## src/rtl/uart_cmd_responder_if.sv

```systemverilog
// Byte-level link between the UART rx/tx paths, the ROM port and the command responder.
// master: the responder side; slave: the UART/ROM environment side.
interface uart_cmd_responder_if;
    // rx_ready and tx_ready are single-cycle pulses. The responder raises tx_req and holds
    // tx_data stable until it sees the tx_ready pulse. No backpressure is applied on rx.
    logic        rx_ready;
    logic [7:0]  rx_data;
    logic        tx_ready;
    logic        tx_req;
    logic [7:0]  tx_data;
    logic [15:0] rom_addr;
    logic [7:0]  rom_wdata;
    logic        rom_we;
    logic        rom_rd;
    logic [7:0]  rom_rdata;

    modport master (
        input  rx_ready, rx_data, tx_ready, rom_rdata,
        output tx_req, tx_data, rom_addr, rom_wdata, rom_we, rom_rd
    );

    modport slave (
        output rx_ready, rx_data, tx_ready, rom_rdata,
        input  tx_req, tx_data, rom_addr, rom_wdata, rom_we, rom_rd
    );
endinterface

```

## src/rtl/uart_cmd_responder.sv

```systemverilog
// Serial command responder: decodes W/R/I host commands into ROM strobes and sends one reply byte.
// Optional trailing XOR checksum byte on every known command when CHECKSUM_EN is defined.
module uart_cmd_responder #(
    parameter logic [7:0]  DEV_ID   = 8'hA5,
    parameter int unsigned READ_LAT = 2,
    parameter logic [23:0] TIMEOUT  = 24'd5_000_000
) (
    input  logic                        clk,
    input  logic                        reset,
    uart_cmd_responder_if.master        bus,
    output logic                        busy,
    output logic                        overrun,
    output logic [3:0]                  state_dbg
);
    localparam logic [7:0] OP_W  = 8'h57;
    localparam logic [7:0] OP_R  = 8'h52;
    localparam logic [7:0] OP_I  = 8'h49;
    localparam logic [7:0] RPL_K = 8'h4B;
    localparam logic [7:0] RPL_Q = 8'h3F;
`ifdef CHECKSUM_EN
    localparam logic [7:0] RPL_E = 8'h45;
`endif
    localparam logic [3:0] LAT   = 4'(READ_LAT);

    typedef enum logic [3:0] {
        IDLE     = 4'd0,
        ADDR_HI  = 4'd1,
        ADDR_LO  = 4'd2,
        DATA     = 4'd3,
        MEM_WR   = 4'd4,
        MEM_RD   = 4'd5,
        TX_START = 4'd6,
        TX_WAIT  = 4'd7
`ifdef CHECKSUM_EN
        ,
        CHECK    = 4'd8
`endif
    } state_t;

    state_t      state, state_nx;
    logic [7:0]  opcode, opcode_nx;
    logic [15:0] addr_q, addr_nx;
    logic [7:0]  wdata_q, wdata_nx;
    logic [7:0]  tx_data_q, tx_data_nx;
    logic        tx_req_q, tx_req_nx;
    logic [23:0] tmo_cnt, tmo_cnt_nx;
    logic [3:0]  lat_cnt, lat_cnt_nx;
    logic        pend_valid, pend_valid_nx;
    logic [7:0]  pend_data, pend_data_nx;
    logic        overrun_q, overrun_nx;
    logic        rom_we_c, rom_rd_c;
`ifdef CHECKSUM_EN
    logic [7:0]  ck_acc, ck_acc_nx;
    logic        ck_done, ck_done_nx;
    logic        ck_ok, ck_ok_nx;
`endif

    logic        waiting;
    logic        busy_drop;
    logic        timed_out;
    logic        accept;
    logic        first_valid;
    logic [7:0]  first_data;

    // A byte that collided with a timeout is replayed from pend_* as the next opcode.
    assign first_valid = pend_valid | bus.rx_ready;
    assign first_data  = pend_valid ? pend_data : bus.rx_data;

    always_comb begin
        waiting   = 1'b0;
        busy_drop = 1'b0;
        case (state)
            ADDR_HI, ADDR_LO, DATA:            waiting   = 1'b1;
            MEM_WR, MEM_RD, TX_START, TX_WAIT: busy_drop = 1'b1;
`ifdef CHECKSUM_EN
            CHECK: begin
                waiting   = !ck_done;
                busy_drop = ck_done;
            end
`endif
            default: begin
                waiting   = 1'b0;
                busy_drop = 1'b0;
            end
        endcase
    end

    assign timed_out  = waiting && (tmo_cnt == TIMEOUT);
    assign accept     = waiting && bus.rx_ready && !timed_out;
    assign tmo_cnt_nx = (waiting && !accept && !timed_out) ? tmo_cnt + 24'd1 : 24'd0;
    assign overrun_nx = bus.rx_ready && (busy_drop || (state == IDLE && pend_valid));

    always_comb begin
        state_nx      = state;
        opcode_nx     = opcode;
        addr_nx       = addr_q;
        wdata_nx      = wdata_q;
        tx_data_nx    = tx_data_q;
        tx_req_nx     = tx_req_q;
        lat_cnt_nx    = 4'd0;
        pend_valid_nx = 1'b0;
        pend_data_nx  = pend_data;
        rom_we_c      = 1'b0;
        rom_rd_c      = 1'b0;
`ifdef CHECKSUM_EN
        ck_acc_nx     = ck_acc;
        ck_done_nx    = ck_done;
        ck_ok_nx      = ck_ok;
`endif
        if (timed_out) begin
            state_nx      = IDLE;
            pend_valid_nx = bus.rx_ready;
            pend_data_nx  = bus.rx_data;
        end else begin
            case (state)
                IDLE: begin
                    if (first_valid) begin
                        opcode_nx = first_data;
`ifdef CHECKSUM_EN
                        ck_acc_nx  = first_data;
                        ck_done_nx = 1'b0;
                        ck_ok_nx   = 1'b0;
`endif
                        case (first_data)
                            OP_W, OP_R: state_nx = ADDR_HI;
                            OP_I: begin
`ifdef CHECKSUM_EN
                                state_nx = CHECK;
`else
                                tx_data_nx = DEV_ID;
                                state_nx   = TX_START;
`endif
                            end
                            default: begin
                                tx_data_nx = RPL_Q;
                                state_nx   = TX_START;
                            end
                        endcase
                    end
                end
                ADDR_HI: begin
                    if (accept) begin
                        addr_nx  = {bus.rx_data, addr_q[7:0]};
                        state_nx = ADDR_LO;
`ifdef CHECKSUM_EN
                        ck_acc_nx = ck_acc ^ bus.rx_data;
`endif
                    end
                end
                ADDR_LO: begin
                    if (accept) begin
                        addr_nx = {addr_q[15:8], bus.rx_data};
`ifdef CHECKSUM_EN
                        ck_acc_nx = ck_acc ^ bus.rx_data;
                        state_nx  = (opcode == OP_W) ? DATA : CHECK;
`else
                        state_nx  = (opcode == OP_W) ? DATA : MEM_RD;
`endif
                    end
                end
                DATA: begin
                    if (accept) begin
                        wdata_nx = bus.rx_data;
`ifdef CHECKSUM_EN
                        ck_acc_nx = ck_acc ^ bus.rx_data;
                        state_nx  = CHECK;
`else
                        state_nx  = MEM_WR;
`endif
                    end
                end
`ifdef CHECKSUM_EN
                // Compare on the cycle after CK arrives, then dispatch.
                CHECK: begin
                    if (ck_done) begin
                        ck_done_nx = 1'b0;
                        if (!ck_ok) begin
                            tx_data_nx = RPL_E;
                            state_nx   = TX_START;
                        end else if (opcode == OP_W) begin
                            state_nx = MEM_WR;
                        end else if (opcode == OP_R) begin
                            state_nx = MEM_RD;
                        end else begin
                            tx_data_nx = DEV_ID;
                            state_nx   = TX_START;
                        end
                    end else if (accept) begin
                        ck_ok_nx   = (bus.rx_data == ck_acc);
                        ck_done_nx = 1'b1;
                    end
                end
`endif
                MEM_WR: begin
                    rom_we_c   = 1'b1;
                    tx_data_nx = RPL_K;
                    state_nx   = TX_START;
                end
                MEM_RD: begin
                    rom_rd_c = (lat_cnt == 4'd0);
                    if (lat_cnt == LAT) begin
                        tx_data_nx = bus.rom_rdata;
                        state_nx   = TX_START;
                    end else begin
                        lat_cnt_nx = lat_cnt + 4'd1;
                    end
                end
                TX_START: begin
                    tx_req_nx = 1'b1;
                    state_nx  = TX_WAIT;
                end
                TX_WAIT: begin
                    if (bus.tx_ready) begin
                        tx_req_nx = 1'b0;
                        state_nx  = IDLE;
                    end
                end
                default: state_nx = IDLE;
            endcase
        end
    end

    always_ff @(posedge clk or negedge reset) begin
        if (!reset) begin
            state      <= IDLE;
            opcode     <= 8'd0;
            addr_q     <= 16'd0;
            wdata_q    <= 8'd0;
            tx_data_q  <= 8'd0;
            tx_req_q   <= 1'b0;
            tmo_cnt    <= 24'd0;
            lat_cnt    <= 4'd0;
            pend_valid <= 1'b0;
            pend_data  <= 8'd0;
            overrun_q  <= 1'b0;
`ifdef CHECKSUM_EN
            ck_acc     <= 8'd0;
            ck_done    <= 1'b0;
            ck_ok      <= 1'b0;
`endif
        end else begin
            state      <= state_nx;
            opcode     <= opcode_nx;
            addr_q     <= addr_nx;
            wdata_q    <= wdata_nx;
            tx_data_q  <= tx_data_nx;
            tx_req_q   <= tx_req_nx;
            tmo_cnt    <= tmo_cnt_nx;
            lat_cnt    <= lat_cnt_nx;
            pend_valid <= pend_valid_nx;
            pend_data  <= pend_data_nx;
            overrun_q  <= overrun_nx;
`ifdef CHECKSUM_EN
            ck_acc     <= ck_acc_nx;
            ck_done    <= ck_done_nx;
            ck_ok      <= ck_ok_nx;
`endif
        end
    end

    assign bus.tx_req    = tx_req_q;
    assign bus.tx_data   = tx_data_q;
    assign bus.rom_addr  = addr_q;
    assign bus.rom_wdata = wdata_q;
    assign bus.rom_we    = rom_we_c;
    assign bus.rom_rd    = rom_rd_c;
    assign busy          = (state != IDLE);
    assign overrun       = overrun_q;
    assign state_dbg     = state;
endmodule

```

## src/flat_wrapper.sv

```systemverilog
// flat-port wrapper written by rule: the top's interface ports become plain ports
module uart_cmd_responder_flat 
#(
    parameter logic [7:0]  DEV_ID   = 8'hA5,
    parameter int unsigned READ_LAT = 2,
    parameter logic [23:0] TIMEOUT  = 24'd5_000_000
)
  (clk, reset, busy, overrun, state_dbg, bus_rx_ready, bus_rx_data, bus_tx_ready, bus_rom_rdata, bus_tx_req, bus_tx_data, bus_rom_addr, bus_rom_wdata, bus_rom_we, bus_rom_rd);
  uart_cmd_responder_if bus_i ();
  input  logic clk;
  input  logic reset;
  output logic busy;
  output logic overrun;
  output logic [3:0] state_dbg;
  input wire logic [$bits(bus_i.rx_ready)-1:0] bus_rx_ready;
  input wire logic [$bits(bus_i.rx_data)-1:0] bus_rx_data;
  input wire logic [$bits(bus_i.tx_ready)-1:0] bus_tx_ready;
  input wire logic [$bits(bus_i.rom_rdata)-1:0] bus_rom_rdata;
  output wire logic [$bits(bus_i.tx_req)-1:0] bus_tx_req;
  output wire logic [$bits(bus_i.tx_data)-1:0] bus_tx_data;
  output wire logic [$bits(bus_i.rom_addr)-1:0] bus_rom_addr;
  output wire logic [$bits(bus_i.rom_wdata)-1:0] bus_rom_wdata;
  output wire logic [$bits(bus_i.rom_we)-1:0] bus_rom_we;
  output wire logic [$bits(bus_i.rom_rd)-1:0] bus_rom_rd;
  assign bus_i.rx_ready = bus_rx_ready;
  assign bus_i.rx_data = bus_rx_data;
  assign bus_i.tx_ready = bus_tx_ready;
  assign bus_i.rom_rdata = bus_rom_rdata;
  assign bus_tx_req = bus_i.tx_req;
  assign bus_tx_data = bus_i.tx_data;
  assign bus_rom_addr = bus_i.rom_addr;
  assign bus_rom_wdata = bus_i.rom_wdata;
  assign bus_rom_we = bus_i.rom_we;
  assign bus_rom_rd = bus_i.rom_rd;
  uart_cmd_responder #(.DEV_ID(DEV_ID), .READ_LAT(READ_LAT), .TIMEOUT(TIMEOUT)) u_core (.clk(clk), .reset(reset), .bus(bus_i), .busy(busy), .overrun(overrun), .state_dbg(state_dbg));
endmodule
```

## config.mk

```make
export PLATFORM = sky130hd
export DESIGN_NAME = uart_cmd_responder_flat
export DESIGN_NICKNAME = d
export VERILOG_FILES = /design/src/rtl/uart_cmd_responder_if.sv /design/src/rtl/uart_cmd_responder.sv /design/src/flat_wrapper.sv
export SDC_FILE = /design/constraint.sdc
export NUM_CORES = 1
export LEC_CHECK = 0
export ABC_AREA = 1
export CAP_MARGIN = 40
export CORE_MARGIN = 4
export CORE_UTILIZATION = 61
export CTS_BUF_LIST = sky130_fd_sc_hd__clkbuf_4 sky130_fd_sc_hd__clkbuf_8
export CTS_CLUSTER_DIAMETER = 150
export CTS_CLUSTER_SIZE = 8
export DETAILED_ROUTE_END_ITERATION = 16
export GPL_TIMING_DRIVEN = 1
export HOLD_SLACK_MARGIN = 0.06
export PLACE_DENSITY_LB_ADDON = 0.1
export SYNTH_ARGS = -nofsm -noshare
export SYNTH_HDL_FRONTEND = slang
export SYNTH_SLANG_ARGS = --single-unit
```

## constraint.sdc

```tcl
create_clock -name clk -period 3.75 [get_ports clk]
set_input_delay 0.75 -clock clk [delete_from_list [all_inputs] [get_ports clk]]
set_output_delay 0.75 -clock clk [all_outputs]
set_load 0.05 [all_outputs]
```

; ---- Yosys cells after proc, flatten, opt, wreduce, memory -nomap -nowiden
; Cells that the tools add are included.
[word_totals]
output_inout_bits = 41
inputBits = 20
word_cells = 97
regBits = 83
[op_classes]
addsub = 2
reduce_logical = 25
n_mux = 31
eq_ne = 23
n_bitwise = 4
[ops]
columns = cell, n
row1 = two-way mux 4 bit, 10
row2 = equality test 8 x 7 -> 1 bit (second input constant), 4
row3 = two-way mux 8 bit, 4
row4 = case mux 16 bit (2 select lines), 1
row5 = case mux 4 bit (8 select lines), 1
row6 = adder 24 x 1 -> 24 bit (second input constant), 1
row7 = equality test 24 x 23 -> 1 bit (second input constant), 1
row8 = two-way mux 24 bit, 1
row9 = case mux 8 bit (3 select lines), 1
row10 = equality test 4 x 3 -> 1 bit (second input constant), 4
row11 = two-way mux 16 bit, 1
row12 = case mux 8 bit (2 select lines), 1
row13 = != test 3 x 1 -> 1 bit (second input constant), 5
row14 = equality test 4 x 2 -> 1 bit (second input constant), 3
row15 = AND reduction 3 bit, 3
row16 = logical NOT 4 bit, 2
row17 = two-way mux 1 bit, 8
row18 = AND reduction 4 bit, 2
row19 = logical AND 1 bit, 7
row20 = two-way mux 3 bit, 2
row21 = AND reduction 6 bit, 1
row22 = AND reduction 5 bit, 1
row23 = adder 4 x 1 -> 4 bit (second input constant), 1
row24 = equality test 4 x 1 -> 1 bit (second input constant), 1
row25 = 14 further kinds, 19

; ---- Depth between registers and ports, before layout
; Gate-level depths: netlist of run 1.
[logic_depth]
ltp_word = 10
mapped_depth = 11
depth_no_buf = 11

; ---- Worst setup path after synthesis of run 1
; No wires, ideal clock.
[synth_timing]
kind = reg-to-output
from = register u_core.state[2], in the netlist u_core.state_dbg[2]
to = output bus_rom_rd
path_stages_with_launch = 4
required_ns = 3.000
arrival_ns = 1.721
setup_slack_ns = 1.279
path_buffers = 1
cell_sequence = dfrtp_1 buf_4 nand3_1 nor2_1
[synth_via]
elab_chain_cells = 5
word_cells_on_any_way = 9
classes_between = 4 x eq/ne / 3 x mux / 2 x reduce/logical
[synth_lines]
columns = item, line
row1 = start: declaration, uart_cmd_responder.sv:40  ; state_t state, state_nx;
row2 = start signal: assignment, uart_cmd_responder.sv:242  ; state <= state_nx;
row3 = equality test 4 x 2 -> 1 bit or equality test 4 x 1 -> 1 bit (tied branches), uart_cmd_responder.sv:72  ; case (state)
row4 = OR reduction 3 bit, uart_cmd_responder.sv:72
row5 = two-way mux 1 bit, uart_cmd_responder.sv:72
row6 = logical AND 1 bit, uart_cmd_responder.sv:88  ; assign timed_out = waiting && (tmo_cnt == TIMEOUT);
row7 = two-way mux 1 bit *, uart_cmd_responder.sv:110  ; if (timed_out) begin
row8 = end: declaration, flat_wrapper.sv:24  ; output wire logic [$bits(bus_i.rom_rd)-1:0] bus_rom_rd;
; Mark *: on every way between the ends. The rest lies on a longest branch, timed or not.

; ---- Final worst setup path of run 1
[layout_timing]
from = register u_core.state[2], in the netlist u_core.state_dbg[2]
to = output bus_rom_we
[layout_via]
elab_chain_cells = 5
word_cells_on_any_way = 9
classes_between = 4 x eq/ne / 3 x mux / 2 x reduce/logical
[layout_lines]
columns = item, line
row1 = equality test 4 x 2 -> 1 bit or equality test 4 x 1 -> 1 bit (tied branches), uart_cmd_responder.sv:72
row2 = OR reduction 3 bit, uart_cmd_responder.sv:72
row3 = two-way mux 1 bit, uart_cmd_responder.sv:72
row4 = logical AND 1 bit, uart_cmd_responder.sv:88
row5 = two-way mux 1 bit *, uart_cmd_responder.sv:110
row6 = end: declaration, flat_wrapper.sv:23  ; output wire logic [$bits(bus_i.rom_we)-1:0] bus_rom_we;
; Marks and branches as above.

==> summary.md, run 1 <==
| Metric | Value |
|---|---|
| Die width | `91.3 µm` |
| CP Capture Type | `output pin` |
| Slew Viols, Final | `0` |
| Post-Synth XOR/XNOR Area | `1.86%` |
| Hold Buf Count CTS | `0` |
| Vias in the first global route | `3676` |
| Die Span Y | `91.3 µm` |
| Hold crit path type | `in -> async` |
| Post-Syn Instances | `544` |
| Period minus WS final | `2.97 ns` |
| Crit path max-delay cell type | `clkdlybuf4s50_1` |
| Final wirelength | `9850 µm` |
| Final setup fails | `0` |
| Met1 Usage GRT | `34.8%` |
| Largest family of logic cells by synthesized area | `simple AND/OR/NAND/NOR gates` |
| Final Hold Viols | `0` |
| Share of post-route cells with drive strength above 1 | `7.69%` |
| Pwr dens | `740 nW/µm²` |
| Outcome | `complete, no violations` |
| Cell count after placement | `675` |
| Layout Utilization | `75.5%` |
| Hold Slack | `0.306 ns` |
| Post-Syn Area per Cell | `7.79 µm²` |
| Area growth, synth to finish | `20.4%` |
| Synth Warn # | `0` |
| Synth Flop Type | `dfrtp_1` |
| Setup TNS Final | `0 ns` |
| Rel. slew slack | `53.3%` |
| Most instantiated cells after synthesis | `171 x nand2_1, 82 x dfrtp_1, 65 x nor2_1` |
| Vias per cell | `5.36` |
| Total grt overflow | `0` |
| Synth top area share | `48.4%` |
| Ys async rst share | `100%` |
| Met3 GRT Util | `4.47%` |
| Worst Path Required | `3.00 ns` |
| Max incr delay on CP | `0.86 ns` |
| Detailed Place HPWL | `7340 µm` |
| Max-cap violations | `0` |
| Lkg Pwr | `2.35 nW` |
| First-pass GRT wire length | `17100 µm` |
| Unrepaired setup endpoints after global routing | `no` |
| Synthesized cell area | `4240 µm²` |
| Post-DR wirelength/cell | `14.3 µm` |
| Gr usage total | `25.4%` |
| H-Tree Depth | `3` |
| Post-synth cell types | `35` |
| Clock tree from TritonCTS | `built` |
| Vias | `3702` |
| Seq/Total Area, Yosys | `48.4%` |
| Slew @ Worst Pin | `0.698 ns` |
| Core Region | `6760 µm²` |
| Clock transition at the registers of the reported paths | `0.08 ns` |
| FMAX | `0.337 GHz` |
| # IOs | `61` |
| Detail Route Antenna Nets | `0` |
| TritonRoute pass-1 iters | `5` |
| Synth top area cells | `dfrtp_1 48%, nand2_1 15%, nor2_1 5.8%` |
| Initial antenna violation count | `0` |
| Post-synthesis adder-cell area fraction | `0.591%` |
| DRC Markers | `0` |
| Post-synth top area cell | `dfrtp_1` |
| Tcrit/Tclk final | `79.2%` |
| Synth Area in Compound Gates | `8.51%` |
| # Post-CTS Setup Buffers | `0` |
| Num rows | `30` |
| Inserted Clock Buffers | `9` |
| Root Buffer | `clkbuf_8` |
| GR Layer Usage met2 | `40.4%` |
| Pin count of the biggest net entering global routing | `59` |
| Top-count cell post-synth | `nand2_1` |
| Initial Utilization | `62.7%` |
| CP max FO | `12` |
| Synth Area in Simple Gates | `32.3%` |
| Gr busiest metal | `met2` |
| Peak VDD IR | `0.000488 V` |
| Die area | `8340 µm²` |
| Multiplexer share of the synthesized area | `0.532%` |
| EDFF count, synth | `0` |
| PostCTS Resize Cnt | `0` |
| Ordered list of cells on the worst path | `inv_1 > nor2_1 > clkdlybuf4s50_1` |
| Worst setup SP type | `flop` |
| Max Root-Sink Buffers | `2` |
| Non-filler cells, final | `691` |
| Syn nets | `566` |
| N_diodes | `0` |
| CP arrival | `2.22 ns` |
| PortBufs | `59` |
| Kind of critical path | `reg -> out` |
| Yosys reg bits | `82` |
| NumNets Final | `628` |
| Clock skew | `0.0118 ns` |
| Routability cong. | `0.918` |
| Initial DRC Count | `221` |
| Worst-Skew Late Latency | `0.35 ns` |
| Clk sinks | `82` |
[state kept, by name, summed over array words and instances, names as in the netlist]
register	flops
u_core.tmo_cnt	24
u_core.bus.rom_addr	16
u_core.bus.rom_wdata	8
u_core.bus.tx_data	8
u_core.opcode	8
u_core.pend_data	8
u_core.lat_cnt	4
u_core.state_dbg	3
u_core.bus.tx_req	1
u_core.overrun	1
u_core.pend_valid	1
[cells by family (layout without fill, tap and decap cells)]
logic type               after synthesis  count (layout)
adder cells (fa/ha/maj)                2               2
flip-flops                            82              82
XOR/XNOR                               9               9
multiplexers                           2               2
buffers and inverters                 72             139
AO/OA/AOI/OAI                         66              66
AND/OR/NAND/NOR                      310             310
other                                  1               1
[report_power, final]
group / internal, mW / switching, mW / total [mW]
Combinational: 0.567 / 1.23 / 1.79
Clock: 0.393 / 0.331 / 0.724
Sequential: 1.10 / 0.153 / 1.25
[metrics by stage]
stage | area (µm²) | total power [mW] | worst slack (ns)
after global placement | 4840 | 3.00 | 1.24
after detailed placement | 4870 | 3.07 | 1.17
after global routing | 5100 | 3.99 | 0.645
after floorplan | 4240 | 2.49 | 1.28
after CTS | 5100 | 3.79 | 0.785
final | 5100 | 3.77 | 0.780
[routing by layer]
layer  vias up  wire length, µm
met4         0              178
met3        17              489
met1      1754             4510
met2        96             4680
li1       1835                -
met5         -                0
[path summary, 6_finish.rpt]
path / start / end / slack [ns] / cells after the start
max: u_core.state_dbg[2]$_DFFE_PN0P_ / bus_rom_we / 0.78 / 3
min: reset / u_core.bus.tx_data[6]$_DFFE_PN0P_ / 0.31 / 1
max reg2reg: u_core.state_dbg[2]$_DFFE_PN0P_ / u_core.bus.rom_wdata[0]$_DFFE_PN0P_ / 1.46 / 6
min reg2reg: u_core.bus.tx_data[0]$_DFFE_PN0P_ / u_core.bus.tx_data[0]$_DFFE_PN0P_ / 0.48 / 2
max in group asynchronous: reset / u_core.tmo_cnt[15]$_DFF_PN0_ / 2.86 / 2
min in group clk: u_core.bus.tx_data[0]$_DFFE_PN0P_ / u_core.bus.tx_data[0]$_DFFE_PN0P_ / 0.48 / 2
[cells in the final DEF, fill, tap and decap left out]
master / synthesis / layout
nand4_4: 1 / 1
or2_2: 1 / 1
nand3_1: 20 / 20
nand2_4: 2 / 2
nor3_1: 24 / 24
a31oi_1: 1 / 1
dfrtp_1: 82 / 82
nand2_2: 5 / 5
o21ai_2: 4 / 4
inv_2: 3 / 3
inv_1: 58 / 58
nand4_1: 5 / 5
bufinv_16: 0 / 2
conb_1: 1 / 1
clkbuf_8: 0 / 10
nand2_1: 171 / 171
xor2_1: 7 / 7
ha_1: 2 / 2
buf_4: 3 / 3
a211oi_1: 1 / 1
nor2_2: 2 / 2
o21ai_1: 5 / 5
buf_16: 0 / 1
nor3_2: 1 / 1
o21ai_0: 42 / 42
nand3_2: 1 / 1
nand3b_1: 3 / 3
nor2_1: 65 / 65
nor2_4: 2 / 2
a21oi_4: 1 / 1
clkdlybuf4s50_1: 0 / 58
xnor2_1: 2 / 2
nand3_4: 2 / 2
a21oi_1: 12 / 12
mux2_2: 2 / 2
nor3b_1: 5 / 5
clkinvlp_4: 0 / 4
[area by class of cell]
type | count | area, µm²
Tap cell | 80 | 100
Clock inverter | 6 | 90.1
Sequential cell | 82 | 2050
Multi-Input combinational cell | 390 | 1860
Timing Repair Buffer | 62 | 631
Fill cell | 494 | 1660
Clock buffer | 10 | 138
Inverter | 61 | 229
[critical path: cells and delay by family, from the launching register on]
| family | cells | cell delay [ns] |
|---|---|---|
| and+or+nand+nor | 1 | 0.28 |
| DFF | 1 | 0.58 |
| buffers and inverters | 2 | 1.02 |
(Power assumes the default switching activity.)
==> run 2: changes to the inputs <==
- CORE_UTILIZATION: 61 -> 57
- clock period: 3.75 -> 3.1 ns (I/O delays scaled with it)
==> run 2 against run 1 <==
First-iteration DRC count grew 16%. Core utilization shrank 5.2 points. Combinational power grew 20%. Clock-buffer cell count shrank 1. Sequential cell count is the same. Critical path type unchanged.
==> summary.md, run 2 (same netlist as run 1, synthesis figures left out) <==
| Metric | Value |
|---|---|
| Outcome | `complete, no violations` |
| Period minus WS final | `2.82 ns` |
| CP Capture Type | `output pin` |
| Area growth, synth to finish | `20.4% (about the same)` |
| Tcrit/Tclk final | `90.9%` |
| Layout Utilization | `70.3% (-5.2 points)` |
| DRC Markers | `0 (unchanged)` |
| GR Layer Usage met2 | `38.7% (-1.8 points)` |
| NumNets Final | `628 (unchanged)` |
| Largest Register | `u_core.tmo_cnt` |
| TritonRoute pass-1 iters | `4 (-1)` |
| Detail Route Antenna Nets | `0 (unchanged)` |
| Num rows | `31 (+3.3%)` |
| # Post-CTS Setup Buffers | `0 (unchanged)` |
| Initial Utilization | `58.4% (-4.3 points)` |
| Post-DR wirelength/cell | `13.4 µm (-6.1%)` |
| Kind of critical path | `reg -> out` |
| Pin count of the biggest net entering global routing | `63 (+6.8%)` |
| Fillers | `601 (+22%)` |
| Gr busiest metal | `met2` |
| Vias in the first global route | `3585 (-2.5%)` |
| Flop pwr share | `33.9% (+0.6 points)` |
| Vias per cell | `5.09 (-4.9%)` |
| Pint | `2.46 mW (+19%)` |
| Die area | `8870 µm² (+6.4%)` |
| Clk sinks | `82 (unchanged)` |
| Max Root-Sink Buffers | `2 (unchanged)` |
| Vias | `3606 (-2.6%)` |
| N_diodes | `0 (unchanged)` |
| FMAX | `0.355 GHz` |
| Detailed Place HPWL | `7160 µm (-2.5%)` |
| Die width | `94.2 µm (+3.1%)` |
| Worst setup SP type | `flop` |
| Clock transition at the registers of the reported paths | `0.08 ns (about the same)` |
| First-pass GRT wire length | `16500 µm (-3.7%)` |
| # IOs | `61 (unchanged)` |
| Clock skew | `0.0104 ns (-0.00140 ns)` |
| PostCTS Resize Cnt | `0 (unchanged)` |
| Gr usage total | `23.7% (-1.7 points)` |
| Rel. slew slack | `52.7% (-0.65 points)` |
| Pwr dens | `880 nW/µm² (+19%)` |
| Commonest non-fill, non-tap cell in the layout | `nand2_1` |
| Max incr delay on CP | `0.85 ns (about the same)` |
| Met3 GRT Util | `4.41% (-0.067 points)` |
| Setup TNS Final | `0 ns (unchanged)` |
| Final Hold Viols | `0 (unchanged)` |
| Met1 Usage GRT | `32.3% (-2.5 points)` |
| Max-cap violations | `0 (unchanged)` |
| Sw Ratio | `45.1% (-0.27 points)` |
| Setup ws final | `0.283 ns (-0.497 ns)` |
| Clock tree from TritonCTS | `built` |
| Cell count after placement | `694 (+2.8%)` |
| Final setup fails | `0 (unchanged)` |
| Number of flip-flops in the largest register | `24 (unchanged)` |
| Commonest cells after routing, fill and taps aside | `171 x nand2_1, 82 x dfrtp_1, 65 x nor2_1` |
| Initial antenna violation count | `0 (unchanged)` |
| CP arrival | `2.20 ns (-0.02 ns)` |
| CP top delay family | `buffers and inverters` |
| DP Area | `4890 µm² (+0.49%)` |
| PortBufs | `59 (unchanged)` |
| Final wirelength | `9480 µm (-3.8%)` |
| Hold crit path type | `in -> async` |
| Finished Cell Area | `5100 µm² (about the same)` |
| Routability cong. | `0.882 (-3.8%)` |
| Share of post-route cells with drive strength above 1 | `7.39% (-0.30 points)` |
| Root Buffer | `clkbuf_8` |
| Total grt overflow | `0 (unchanged)` |
| Clock share of power | `18.2% (-1.0 points)` |
| Worst-Skew Late Latency | `0.35 ns (about the same)` |
| Non-filler cells, final | `708 (+2.5%)` |
| Pre-CTS setup slack | `0.676 ns (-0.493 ns)` |
| Psw | `2.02 mW (+18%)` |
| Lkg Pwr | `2.35 nW (about the same)` |
| Hold Buf Count CTS | `0 (unchanged)` |
| H-Tree Depth | `3 (unchanged)` |
| Comb pwr share | `48.0% (+0.4 points)` |
| Slew @ Worst Pin | `0.708 ns (+0.00974 ns)` |
| Peak VDD IR | `0.000534 V (+9.4%)` |
| Ordered list of cells on the worst path | `inv_1 > nor2_1 > clkdlybuf4s50_1` |
| Crit path max-delay cell type | `clkdlybuf4s50_1` |
| Worst Path Required | `2.48 ns (-0.52 ns)` |
| Initial DRC Count | `257 (+16%)` |
| Core Region | `7250 µm² (+7.4%)` |
| CP max FO | `12 (unchanged)` |
| Unrepaired setup endpoints after global routing | `no` |
| Inserted Clock Buffers | `9 (unchanged)` |
| Buf+Inv Stages, Crit Path | `2 (unchanged)` |
| Die Span Y | `94.2 µm (+3.1%)` |
| Slew Viols, Final | `0 (unchanged)` |
[run 2: path summary, 6_finish.rpt]
kind                                                    from                             endpoint  slack (ns)  depth (start not counted)
setup / recovery             u_core.state_dbg[2]$_DFFE_PN0P_                           bus_rom_we        0.28                          3
hold / removal                                         reset    u_core.bus.tx_data[2]$_DFFE_PN0P_        0.15                          1
setup reg to reg             u_core.state_dbg[2]$_DFFE_PN0P_  u_core.bus.rom_wdata[6]$_DFFE_PN0P_        0.80                          6
hold reg to reg            u_core.bus.tx_data[6]$_DFFE_PN0P_    u_core.bus.tx_data[6]$_DFFE_PN0P_        0.48                          2
max in group asynchronous                              reset          u_core.tmo_cnt[5]$_DFF_PN0_        2.36                          2
min in group clk           u_core.bus.tx_data[6]$_DFFE_PN0P_    u_core.bus.tx_data[6]$_DFFE_PN0P_        0.48                          2
[run 2: routing by layer]
metal  vias to the layer above  wire length, µm
met5                         -                0
met4                         0              108
met3                        10              431
met2                        76             4440
met1                      1684             4500
li1                       1836                -
[run 2: cell type report]
cell class	instances	area, µm²	share of cell area, %
Sequential cell	82	2050	40.2
Clock inverter	5	81.3	1.59
Timing Repair Buffer	62	631	12.4
Multi-Input combinational cell	390	1860	36.5
Tap cell	99	124	2.43
Clock buffer	9	124	2.43
Inverter	61	229	4.49
[run 2: worst reg2reg max path: cells and delay by family (launching register included)]
| kind | cells | cell delay (ns) |
|---|---|---|
| simple gates | 4 | 1.16 |
| flops | 1 | 0.57 |
| compound gates | 1 | 0.30 |
| buf+inv | 1 | 0.17 |
[run 2: stage by stage]
step	total power, mW	hold WS (ns)
after floorplan	3.02	0.324
after global placement	3.64	0.455
after detailed placement	3.70	0.459
after CTS	4.53	0.152
after global routing	4.77	0.162
final	4.49	0.150
[run 2: power by group through the flow]
stage	sequential (mW)	combinational [mW]	clock (mW)
floorplan	2.18	0.834	0
global placement	1.52	2.12	0
detailed placement	1.54	2.17	0
CTS	1.52	2.18	0.832
global route	1.56	2.34	0.876
finish	1.52	2.15	0.816
